File: src/rtl/imem_loader_pkg.sv
// Shared types and constants for the instruction-memory loader.
package imem_loader_pkg;

  localparam int unsigned IMEM_AW    = 8;
  localparam int unsigned IMEM_DW    = 8;
  localparam int unsigned IMEM_DEPTH = 256;

  // Payload bytes plus the checksum byte must sum to this value (mod 256).
  localparam logic [7:0] CKSUM_TARGET = 8'h00;

  typedef enum logic [2:0] {
    IDLE,
    HDR,
    LOAD,
    CHK,
    DONE,
    ERR
  } state_t;

endpackage

File: src/rtl/imem_loader_cksum.sv
// 8-bit modular accumulator over the payload bytes. o_match reports whether
// adding the byte currently on i_data would land on the checksum target.
module imem_loader_cksum
  import imem_loader_pkg::*;
(
  input  logic       clk,
  input  logic       rst_n,
  input  logic       i_clr,
  input  logic       i_add,
  input  logic [7:0] i_data,
  output logic       o_match
);

  logic [7:0] r_acc;
  logic [7:0] w_sum;

  assign w_sum   = r_acc + i_data;
  assign o_match = (w_sum == CKSUM_TARGET);

  // Accumulate payload bytes; cleared at the start of each image.
  always_ff @(posedge clk) begin
    if (!rst_n) begin
      r_acc <= '0;
    end else if (i_clr) begin
      r_acc <= '0;
    end else if (i_add) begin
      r_acc <= w_sum;
    end
  end

endmodule

File: src/rtl/imem_loader.sv
// Instruction-memory loader: length header, payload bytes and (optionally)
// a checksum byte over a valid/ready stream; holds the core until a
// complete image is in memory.
// Optional feature: define IMEM_LOADER_CHECKSUM_EN to add the checksum byte,
// the CHK state and the err path.
module imem_loader
  import imem_loader_pkg::*;
#(
  parameter int unsigned DEPTH = IMEM_DEPTH,
  parameter int unsigned AW    = IMEM_AW,
  parameter int unsigned DW    = IMEM_DW
) (
  input  logic          clk,
  input  logic          rst_n,
  input  logic          start,
  input  logic          s_valid,
  input  logic [7:0]    s_data,
  output logic          s_ready,
  output logic          mem_we,
  output logic [AW-1:0] mem_addr,
  output logic [DW-1:0] mem_wdata,
  output logic          cpu_hold,
  output logic          done,
  output logic          err
);

  state_t        r_state;
  state_t        w_state_next;
  logic [AW-1:0] r_addr;
  logic [8:0]    r_remain;
  logic          r_mem_we;
  logic [AW-1:0] r_mem_addr;
  logic [DW-1:0] r_mem_wdata;
  logic          r_cpu_hold;
  logic          w_last;
  logic          w_hdr_hs;
  logic          w_load_hs;

  assign w_hdr_hs  = (r_state == HDR)  && s_valid;
  assign w_load_hs = (r_state == LOAD) && s_valid;
  assign w_last    = (r_remain == 9'd1);

`ifdef IMEM_LOADER_CHECKSUM_EN
  logic w_cksum_ok;

  imem_loader_cksum u_cksum (
    .clk     (clk),
    .rst_n   (rst_n),
    .i_clr   (w_hdr_hs),
    .i_add   (w_load_hs),
    .i_data  (s_data),
    .o_match (w_cksum_ok)
  );
`endif

  // State register.
  always_ff @(posedge clk) begin
    if (!rst_n) begin
      r_state <= IDLE;
    end else begin
      r_state <= w_state_next;
    end
  end

  // Next-state logic and stream ready; ready depends on state only.
  always_comb begin
    w_state_next = r_state;
    s_ready      = 1'b0;
    unique case (r_state)
      IDLE: begin
        if (start) w_state_next = HDR;
      end
      HDR: begin
        s_ready = 1'b1;
        if (s_valid) w_state_next = LOAD;
      end
      LOAD: begin
        s_ready = 1'b1;
`ifdef IMEM_LOADER_CHECKSUM_EN
        if (s_valid && w_last) w_state_next = CHK;
`else
        if (s_valid && w_last) w_state_next = DONE;
`endif
      end
`ifdef IMEM_LOADER_CHECKSUM_EN
      CHK: begin
        s_ready = 1'b1;
        if (s_valid) w_state_next = w_cksum_ok ? DONE : ERR;
      end
`endif
      DONE, ERR: begin
        if (start) w_state_next = HDR;
      end
      default: w_state_next = IDLE;
    endcase
  end

  // Address and remaining-byte counters; a zero header means a full memory.
  always_ff @(posedge clk) begin
    if (!rst_n) begin
      r_addr   <= '0;
      r_remain <= '0;
    end else if (w_hdr_hs) begin
      r_addr   <= '0;
      r_remain <= (s_data == 8'd0) ? 9'(DEPTH) : {1'b0, s_data};
    end else if (w_load_hs) begin
      r_addr   <= r_addr + 1'b1;
      r_remain <= r_remain - 9'd1;
    end
  end

  // Registered memory write port: one strobe per accepted payload byte.
  always_ff @(posedge clk) begin
    if (!rst_n) begin
      r_mem_we    <= 1'b0;
      r_mem_addr  <= '0;
      r_mem_wdata <= '0;
    end else begin
      r_mem_we <= w_load_hs;
      if (w_load_hs) begin
        r_mem_addr  <= r_addr;
        r_mem_wdata <= DW'(s_data);
      end
    end
  end

  // Core hold: released only after a full cycle in DONE, so the final
  // payload write has landed before fetch resumes; re-raised with start.
  always_ff @(posedge clk) begin
    if (!rst_n) begin
      r_cpu_hold <= 1'b1;
    end else begin
      r_cpu_hold <= !((r_state == DONE) && (w_state_next == DONE));
    end
  end

  assign mem_we    = r_mem_we;
  assign mem_addr  = r_mem_addr;
  assign mem_wdata = r_mem_wdata;
  assign cpu_hold  = r_cpu_hold;
  assign done      = (r_state == DONE);
`ifdef IMEM_LOADER_CHECKSUM_EN
  assign err       = (r_state == ERR);
`else
  assign err       = 1'b0;
`endif

endmodule

File: config.mk
export PLATFORM = sky130hd
export DESIGN_NAME = imem_loader
export DESIGN_NICKNAME = d
export VERILOG_FILES = /design/src/rtl/imem_loader_pkg.sv /design/src/rtl/imem_loader_cksum.sv /design/src/rtl/imem_loader.sv
export SDC_FILE = /design/constraint.sdc
export NUM_CORES = 1
export LEC_CHECK = 0
export ABC_AREA = 1
export BUFFER_PORTS_ARGS = -buffer_cell sky130_fd_sc_hd__buf_2
export CAP_MARGIN = 10
export CORE_MARGIN = 4
export CORE_UTILIZATION = 49
export CTS_CLUSTER_DIAMETER = 120
export DETAILED_ROUTE_END_ITERATION = 10
export PLACE_DENSITY = 0.74
export SLEW_MARGIN = 0
export SYNTH_ARGS = -nofsm -noshare
export SYNTH_HDL_FRONTEND = slang
export SYNTH_SLANG_ARGS = --single-unit
export TNS_END_PERCENT = 100
File: constraint.sdc
create_clock -name clk -period 1.3 [get_ports clk]
set_clock_uncertainty 0.2 [all_clocks]
set_input_delay 0.065 -clock clk [delete_from_list [all_inputs] [get_ports clk]]
set_output_delay 0.065 -clock clk [all_outputs]
set_load 0.005 [all_outputs]
==> impl_metrics.toml, run 1 <==
[outcome]
status = "complete, but fails checks"
violations = "setup timing"

[synthesis]
yosys-top-cells-area = "dfxtp_1 41%, nand2_1 11%, nor2_1 6.9%"
yosysWarningCount = 0
syn_avg_cell_area_um2 = 7.108
netlist_instances = 260
yosysSeqAreaShare = 0.4116
synth_area_leader_cell = "dfxtp_1"
synth_seq_cells = 38
synth_cell_types = 31
synth_top_area_share = 0.4116
synth_area_mm2 = 0.001848
syn-num-nets = 275

[global_routing]
antenna_found_initial = 0
grt-ovfl-total = 0
grt_usage = 0.2095
grt_max_degree = 37
grt_pass1_wl_um = 8314
grt_pass1_vias = 1804

[die]
ios = 33
dieArea_mm2 = 0.004818
rows = 22
die_x_um = 69.41
die_h_um = 69.41
start_util = 0.5048
core_mm2 = 0.003661

[power_and_ir_drop]
p_leak_nw = 1.326
p_int_mw = 2.348
power_frac_comb = 0.247
peakVddDrop_mv = 0.8235
power_density_mw_per_mm2 = 1102
clockPowerShare = 0.373
p_seq_frac = 0.380
power_switching_uw = 991.0
total_power_mw = 3.339
switching_share = 0.2968

[critical_path]
reg2regPathDepth = 7
startpoint_type = "register"
crit_buf_inv = 1
crit_cells = 7
endpoint_kind = "register"
required_ns = 1.34
max_stage_delay_ns = 0.38
reg2reg_setup_slack_ns = -0.23
crit_fanout = 5
worst_ep_arrival_time_ns = 1.57
path_cells = "inv_1 -> nand2_1 -> nor2_1 -> nand2_1 -> nand3_1 -> nand3_1 -> a21oi_1"
worstSetupPathType = "reg -> reg"
cpLargestDelayFamily = "simple AND/OR/NAND/NOR gates"
slowest_stage = "dfxtp_1"

[placed_design]
placed_area_mm2 = 0.002177
place_inst = 351
numPortBuffers = 31
place.gp.congestion = 0.9170
dp.final_hpwl_um = 3151

[sta]
timing.final.crit_period_ns = 1.530
slew_headroom = 0.6616
fmax_mhz = 653.5
holdWs_ns = 0.04159
drv_slew = 0
worstMarginPinSlew_ns = 0.5070
grt_setup_unrepaired = "true"
fin_ws_ns = -0.2303
finalHoldViolCount = 0
period_share = 1.177
setup_viol = 39

[finish]
drive_above_1_share = 0.4884
nets = 360
syn_to_final_growth_pct = 63.98
fin_cells = 394
fin_util = 0.8278
diodes = 0
fin_area_mm2 = 0.003030

[clock_network]
tritoncts = "yes"
clk_pin_slew_ns = 0.09
cts_made_buffers = 5
htreeDepth = 2
root_buffer = "clkbuf_8"
clock_path_buffers = 2
clkLatencyLatePin_ns = 0.30
clock_sinks = 38

[route]
vias_per_cell = 5.708
vias = 2249
met2_length_um = 3536
drc = 0
topRoutingLayerUsed = "met4"
routed-wl-met3_um = 587
drtPass1Iterations = 5
post_drt_wl_per_cell_um = 17.93
drt-total-wl_um = 7064
ant_nets = 0
wl_met1_um = 2583
detail_route.iter0.violations = 245

[run]
drv_cap = 0

[hold_path]
holdCritPathClass = "in -> reg"
hold-path-cell-count = 4
[power by group through the flow]
| stage | Clock (mW) | Combinational [mW] | Sequential, mW |
|---|---|---|---|
| finish | 1.24 | 0.826 | 1.27 |
| detailed placement | 0 | 0.514 | 1.28 |
| floorplan | 0 | 0.327 | 1.28 |
| global route | 1.30 | 0.889 | 1.28 |
| global placement | 0 | 0.512 | 1.28 |
| CTS | 1.23 | 0.606 | 1.26 |
[layout make-up]
| type | count | area [um2] |
|---|---|---|
| Timing Repair Buffer | 81 | 610.6 |
| Multi-Input combinational cell | 183 | 1229 |
| Timing Repair inverter | 5 | 63.81 |
| Sequential cell | 38 | 772.0 |
| Inverter | 31 | 157.7 |
| Fill cell | 192 | 630.6 |
| Clock inverter | 3 | 68.82 |
| Clock buffer | 5 | 68.82 |
| Tap cell | 48 | 60.06 |
[cell usage in the layout, fill, tap and decap left out, types with 2 or more instances in the layout]
master	instances
inv_2	3
buf_4	29
nand2_4	6
clkbuf_8	5
nand3_4	3
nor3_2	3
inv_8	2
xor2_1	2
a211oi_2	2
nand3_2	3
nor2_2	10
a21oi_1	12
buf_8	2
buf_2	31
clkinv_8	2
nor2_1	21
o21ai_1	4
dlygate4sd3_1	12
o21ai_2	11
inv_6	2
ha_4	3
nor2_4	4
buf_6	6
a21oi_2	14
nor3_4	2
inv_4	4
inv_1	22
nand3_1	14
bufinv_16	2
nand2_1	45
o21ai_0	6
dfxtp_2	6
dfxtp_1	31
nand2_2	6
nor3_1	3
[synth_stat cells, drive strengths merged]
cell type  instances
nand2             57
dfxtp             38
nor2              35
inv               31
a21oi             26
o21ai             22
nand3             19
buf                8
nor3               8
ha                 3
a211oi             2
clkbuf             2
nand4              2
xor2               2
conb               1
nor3b              1
o21bai             1
o22ai              1
or3                1
[registers in the layout, indices dropped and copies added (netlist names)]
name,cells
r_addr,8
mem_addr,8
mem_wdata,8
cpu_hold,1
mem_we,1
r_state,3
r_remain,9
[tightest hold or removal path, stage by stage]
cell and delay, ns:
buf_2 0.19, nand2_4 0.12, nand2_1 0.07, a21oi_1 0.06
[metrics by stage]
| stage | TNS, ns | worst slack [ns] |
|---|---|---|
| final | -4.191 | -0.2303 |
| after global routing | -6.250 | -0.2914 |
| after CTS | -1.407 | -0.1025 |
| after detailed placement | -2.214 | -0.1639 |
| after global placement | -1.630 | -0.2147 |
| after floorplan | -0.04244 | -0.04244 |
[logic make-up (layout without fill, tap and decap cells)]
family / after synthesis / in the layout / synth area share
compound gates: 52 / 52 / 0.1530
xor+xnor: 2 / 2 / 0.009480
fa+ha+maj: 3 / 3 / 0.02031
buf+inv: 41 / 125 / 0.1043
flops: 38 / 38 / 0.4116
other cells: 1 / 1 / 0.002029
simple gates: 123 / 125 / 0.2993
[path summary, 6_finish.rpt]
path / from / endpoint
min reg2reg: r_addr[5] / r_addr[5]
max reg2reg: r_remain[2] / r_remain[3]
max: r_remain[2] / r_remain[3]
min: s_valid / r_remain[5]
[per-layer routing]
metal  up-vias  global-route usage
met4         0             0.09111
met5         -                   0
met2       137              0.3464
met1      1054              0.2549
met3        38             0.05507
li1       1020                   -
[repair_timing]
action | CTS | global route
setup buffers | 4 | 12
gates resized for setup | 41 | 73
endpoints found under the setup margin | 37 | 37
hold buffers | 12 | 0
endpoints found under the hold margin | 18 | 0
pin swaps | 9 | 15
cloned | 1 | 6
Power figures use the tool's default switching activity.
==> run 2: changes to the inputs <==
--- a/config.mk
+++ b/config.mk
@@ -5,14 +5,13 @@
 export SDC_FILE = /design/constraint.sdc
 export NUM_CORES = 1
 export LEC_CHECK = 0
-export ABC_AREA = 1
 export BUFFER_PORTS_ARGS = -buffer_cell sky130_fd_sc_hd__buf_2
 export CAP_MARGIN = 10
 export CORE_MARGIN = 4
 export CORE_UTILIZATION = 49
 export CTS_CLUSTER_DIAMETER = 120
 export DETAILED_ROUTE_END_ITERATION = 10
-export PLACE_DENSITY = 0.74
+export PLACE_DENSITY = 0.75
 export SLEW_MARGIN = 0
 export SYNTH_ARGS = -nofsm -noshare
 export SYNTH_HDL_FRONTEND = slang
==> impl_metrics.toml, run 2 <==
[outcome]
status = "complete, but fails checks"
violations = "setup timing"

[finish]
top_register = "r_remain"
multiInputGateArea_mm2 = 0.001311
final_common_cell = "buf_4"
diodes = 0
ff_latch_area_um2 = 778.2
mostFrequentLayoutCells = "36 x buf_4, 32 x dfxtp_1, 31 x buf_2"
nets = 320
nFillCells = 140
drive_above_1_share = 0.5817
largest_reg_flops = 9
fin_cells = 352
syn_to_final_growth_pct = 73.70

[synthesis]
synth_commonest_cells = "40 x nand2_1, 38 x dfxtp_1, 24 x a21oi_1"
yosys-top-cells-area = "dfxtp_1 43%, nand2_1 8.5%, a21oi_1 6.8%"
synth_area_mm2 = 0.001760
yosysWarningCount = 0
synth.most_common_cell = "nand2_1"
synth-edff-count = 0
netlist_instances = 211
synth_flop_cell = "dfxtp_1"
syn_avg_cell_area_um2 = 8.343
synth_cell_types = 41
synth_seq_cells = 38
synth_area_leader_cell = "dfxtp_1"
yosysSeqAreaShare = 0.4321
syn-num-nets = 226
synth_top_area_share = 0.4321
synthArstFlopShare = 0

[critical_path]
cpLargestDelayFamily = "simple AND/OR/NAND/NOR gates"
reg2regPathDepth = 5
max_stage_delay_ns = 0.39
worst_ep_arrival_time_ns = 1.78
crit_buf_inv = 1
worstSetupPathType = "reg -> reg"
path_cells = "buf_6 -> nand4bb_4 -> nor2_1 -> a31oi_1 -> o221a_2"
slowest_stage = "dfxtp_4"
crit_fanout = 6
reg2reg_to = "r_remain[6]"
endpoint_kind = "register"
startpoint_type = "register"
required_ns = 1.37
r2r_start = "r_state[2]"
reg2reg_setup_slack_ns = -0.40

[hold_path]
hold-path-cell-count = 5
holdPathEnd = "r_remain[8]"
holdCritPathClass = "in -> reg"
hp-start = "s_valid"

[global_routing]
antenna_found_initial = 0
grt_pass1_vias = 2006
grt-ovfl-total = 0
grt_pass1_wl_um = 9597
grt_usage = 0.2805
grt_max_degree = 20

[power_and_ir_drop]
total_power_mw = 2.843
power_density_mw_per_mm2 = 929.7
p_seq_frac = 0.441
p_leak_nw = 1.311
p_int_mw = 1.906
switching_share = 0.3295
power_switching_uw = 936.8
peakVddDrop_mv = 0.7891
clockPowerShare = 0.245
power_frac_comb = 0.313

[sta]
timing.final.crit_period_ns = 1.705
grt_setup_unrepaired = "true"
finalHoldViolCount = 0
fin_ws_ns = -0.4049
fmax_mhz = 586.5
setup_viol = 40
period_share = 1.311
drv_slew = 0

[clock_network]
htreeDepth = 2
tritoncts = "yes"
clkLatencyLatePin_ns = 0.36
root_buffer = "clkbuf_4"
cts_made_buffers = 5
clk_pin_slew_ns = 0.13
clock_path_buffers = 2
clock_sinks = 38

[die]
rows = 21
die_x_um = 67.94
dieArea_mm2 = 0.004616
start_util = 0.5154
core_mm2 = 0.003416
ios = 33
die_h_um = 67.94

[route]
drt-total-wl_um = 8021
detail_route.iter0.violations = 258
drtPass1Iterations = 7
ant_nets = 0
vias = 2217
post_drt_wl_per_cell_um = 22.79
vias_per_cell = 6.298
drc = 0

[placed_design]
numPortBuffers = 31
dp.final_hpwl_um = 3043
place.gp.congestion = 0.8727
place_inst = 308

[run]
drv_cap = 0
-- run 2: cell types whose count changed in the layout (fill, tap and decap cells not counted), sizes merged, moves of 4 or more --
cell   change
nand2     -18
xor2       +4
a31oi      +5
inv       -30
nand3     -14
buf       +20
o21ai     -16
nor2      -12
-- run 2: layer usage --
metal  track usage  vias up  routed length, um
li1              -      925                  -
met3       0.07061       68                671
met4        0.1613        0                595
met1        0.3225     1047               2838
met5             0        -                  0
met2        0.4693      177               3916
-- run 2: metrics by stage --
step                utilization  area [um2]  setup TNS, ns  setup slack, ns  hold WS, ns
floorplan                     -        1846         -1.727          -0.1479     -0.02863
global placement         0.6498        2220         -5.452          -0.2298      0.08775
detailed placement       0.6498        2220         -6.511          -0.2636      0.09691
CTS                      0.8169        2790         -5.470          -0.2318     0.001547
global route             0.8952        3058         -9.666          -0.4680       0.1035
finish                   0.8952        3058         -8.105          -0.4049      0.09140
-- run 2: area by class of cell --
cell class / count / area share
Multi-Input combinational cell: 157 / 0.4288
Timing Repair Buffer: 100 / 0.2729
Sequential cell: 38 / 0.2545
Tap cell: 46 / 0.01882
Clock buffer: 7 / 0.01800
Inverter: 3 / 0.005319
Clock inverter: 1 / 0.001637
-- run 2: worst reg2reg max path, delay by kind of cell, from the launching register on --
kind                   cells  cell delay, ns
AOI/OAI and AO/OA          2            0.35
buffers and inverters      1            0.13
DFF                        1            0.39
and+or+nand+nor            2            0.56
-- run 2: worst max-delay path by stage --
stage / endpoint / start / cells after the start
floorplan: r_remain[2] / r_state[0] / 5
global placement: r_remain[8] / r_state[1] / 4
detailed placement: r_remain[8] / r_state[1] / 4
CTS: done / r_state[1] / 5
global route: r_remain[6] / r_state[2] / 5
finish: r_remain[6] / r_state[2] / 5
-- run 2: power by group through the flow --
stage / clock (mW) / combinational [mW] / sequential [mW]
global placement: 0 / 0.502 / 1.27
CTS: 0.654 / 0.703 / 1.25
detailed placement: 0 / 0.506 / 1.27
finish: 0.697 / 0.891 / 1.25
floorplan: 0 / 0.330 / 1.27
global route: 0.736 / 0.935 / 1.26
-- run 2: kinds of logic (layout without fill, tap and decap cells) --
family                   Yosys count  in the layout  synth area share
AND/OR/NAND/NOR                   98             99            0.2822
other                              1              1          0.002130
AO/OA/AOI/OAI                     45             45            0.1535
buffers and inverters             17            111           0.06396
flip-flops                        38             38            0.4321
adder cells (fa/ha/maj)            3              3           0.02132
XOR/XNOR                           9              9           0.04478
-- run 2: repair_timing --
action / 4_1_cts / 5_1_grt
hold buffers: 11 / 0
endpoints found under the hold margin: 23 / 0
resized for setup: 52 / 66
setup endpoints to repair: 39 / 40
pin swaps: 22 / 27
gates cloned: 2 / 0
setup buffers: 17 / 7
==> run 3: changes to the inputs <==
--- a/config.mk
+++ b/config.mk
@@ -8,10 +8,10 @@
 export BUFFER_PORTS_ARGS = -buffer_cell sky130_fd_sc_hd__buf_2
 export CAP_MARGIN = 10
 export CORE_MARGIN = 4
-export CORE_UTILIZATION = 49
+export CORE_UTILIZATION = 58
 export CTS_CLUSTER_DIAMETER = 120
 export DETAILED_ROUTE_END_ITERATION = 10
-export PLACE_DENSITY = 0.75
+export PLACE_DENSITY = 0.83
 export SLEW_MARGIN = 0
 export SYNTH_ARGS = -nofsm -noshare
 export SYNTH_HDL_FRONTEND = slang
==> constraint.sdc (replaced) <==
create_clock -name clk -period 2 [get_ports clk]
set_clock_uncertainty 0.2 [all_clocks]
set_input_delay 0.1 -clock clk [delete_from_list [all_inputs] [get_ports clk]]
set_output_delay 0.1 -clock clk [all_outputs]
set_load 0.005 [all_outputs]
==> impl_metrics.toml, run 3 (synthesized netlist as in run 2, its figures left out) <==
[outcome]
status = "completed"

[sta]
timing.final.crit_period_ns = 1.783
grt_setup_unrepaired = "false"
drv_slew = 0
setup_viol = 0
fmax_mhz = 560.9
setup_tns_ns = 0
finalHoldViolCount = 0
period_share = 0.8914

[die]
die_h_um = 63.09
core_mm2 = 0.002829
die_x_um = 63.09
rows = 19
dieArea_mm2 = 0.003980
start_util = 0.6223
ios = 33

[route]
drtPass1Iterations = 4
post_drt_wl_per_cell_um = 14.24
drt-total-wl_um = 4016
vias = 1612
ant_nets = 0
detail_route.iter0.violations = 163
vias_per_cell = 5.716
drc = 0

[power_and_ir_drop]
total_power_mw = 1.747
peakVddDrop_mv = 0.5227
p_int_mw = 1.322
p_leak_nw = 0.8637
p_seq_frac = 0.467
clockPowerShare = 0.392
power_switching_uw = 425.5
power_density_mw_per_mm2 = 830.2
switching_share = 0.2436
power_frac_comb = 0.141

[placed_design]
place.gp.congestion = 0.8062
place_inst = 263
placed_area_mm2 = 0.001883
dp.final_hpwl_um = 2774
numPortBuffers = 31

[finish]
nets = 265
drive_above_1_share = 0.1992
mostFrequentLayoutCells = "40 x nand2_1, 38 x dfxtp_1, 31 x buf_2"
largest_reg_flops = 9
syn_to_final_growth_pct = 19.55
final_common_cell = "nand2_1"
diodes = 0
top_register = "r_remain"
fin_cells = 282
fin_area_mm2 = 0.002105

[global_routing]
antenna_found_initial = 0
grt-ovfl-total = 0
grt_pass1_vias = 1518
grt_pass1_wl_um = 6934
grt_max_degree = 21
grt_usage = 0.2161

[clock_network]
clock_path_buffers = 2
clk_pin_slew_ns = 0.12
root_buffer = "clkbuf_4"
tritoncts = "yes"
htreeDepth = 2
clkLatencyLatePin_ns = 0.35
cts_hold_buf = 11
cts_made_buffers = 5
post_cts_resized = 0
clock_sinks = 38
postCtsSetupBuffers = 0

[critical_path]
endpoint_kind = "register"
worstSetupPathType = "reg -> reg"
crit_fanout = 20
startpoint_type = "register"
required_ns = 2.07
worst_ep_arrival_time_ns = 1.86

[run]
drv_cap = 0

[hold_path]
holdCritPathClass = "reg -> reg"
[run 3: layer usage]
layer | vias to the layer above | global-route usage | share of wire
met5 | - | 0 | 0
met4 | 0 | 0.09091 | 0.025
met3 | 14 | 0.06039 | 0.054
met2 | 56 | 0.3623 | 0.49
met1 | 735 | 0.2581 | 0.43
li1 | 807 | - | -
[run 3: critical path, cell delays in order (launching register included)]
cell and delay, ns:
dfxtp_1 0.44, and4bb_2 0.61, buf_4 0.23, nand2_1 0.07, a21oi_1 0.17
[run 3: path summary, 6_finish.rpt]
path | start | endpoint | slack (ns) | cells past startpoint
max | r_state[0] | mem_wdata[5] | 0.22 | 4
max reg2reg | r_state[0] | mem_wdata[5] | 0.22 | 4
min reg2reg | mem_addr[6] | mem_addr[6] | 0.26 | 2
min | mem_addr[6] | mem_addr[6] | 0.26 | 2
[run 3: metrics by stage]
step                      setup WS [ns]    util  hold WS [ns]
after floorplan                  0.4531       -      0.006347
final                            0.2173  0.7439        0.2628
after global placement           0.3323  0.6656        0.1281
after global routing            0.09493  0.7439        0.2851
after detailed placement         0.2790  0.6656        0.1245
after CTS                        0.2583  0.7439        0.2656
[run 3: cell type report]
cell class,instances,area [um2]
clock buffer,6,51.30
clock inverter,2,60.06
fill,217,724.4
inverter,3,11.26
multi-input combinational,156,887.1
sequential,38,760.7
tap,31,38.79
timing repair buffer,46,295.3
[run 3: power by group through the flow]
stage          Combinational, mW  Sequential (mW)  Clock, mW
5_1_grt                    0.278            0.820      0.728
6_report                   0.247            0.815      0.685
3_5_place_dp               0.228            0.832          0
2_1_floorplan              0.193            0.817          0
3_3_place_gp               0.225            0.830          0
4_1_cts                    0.245            0.814      0.687
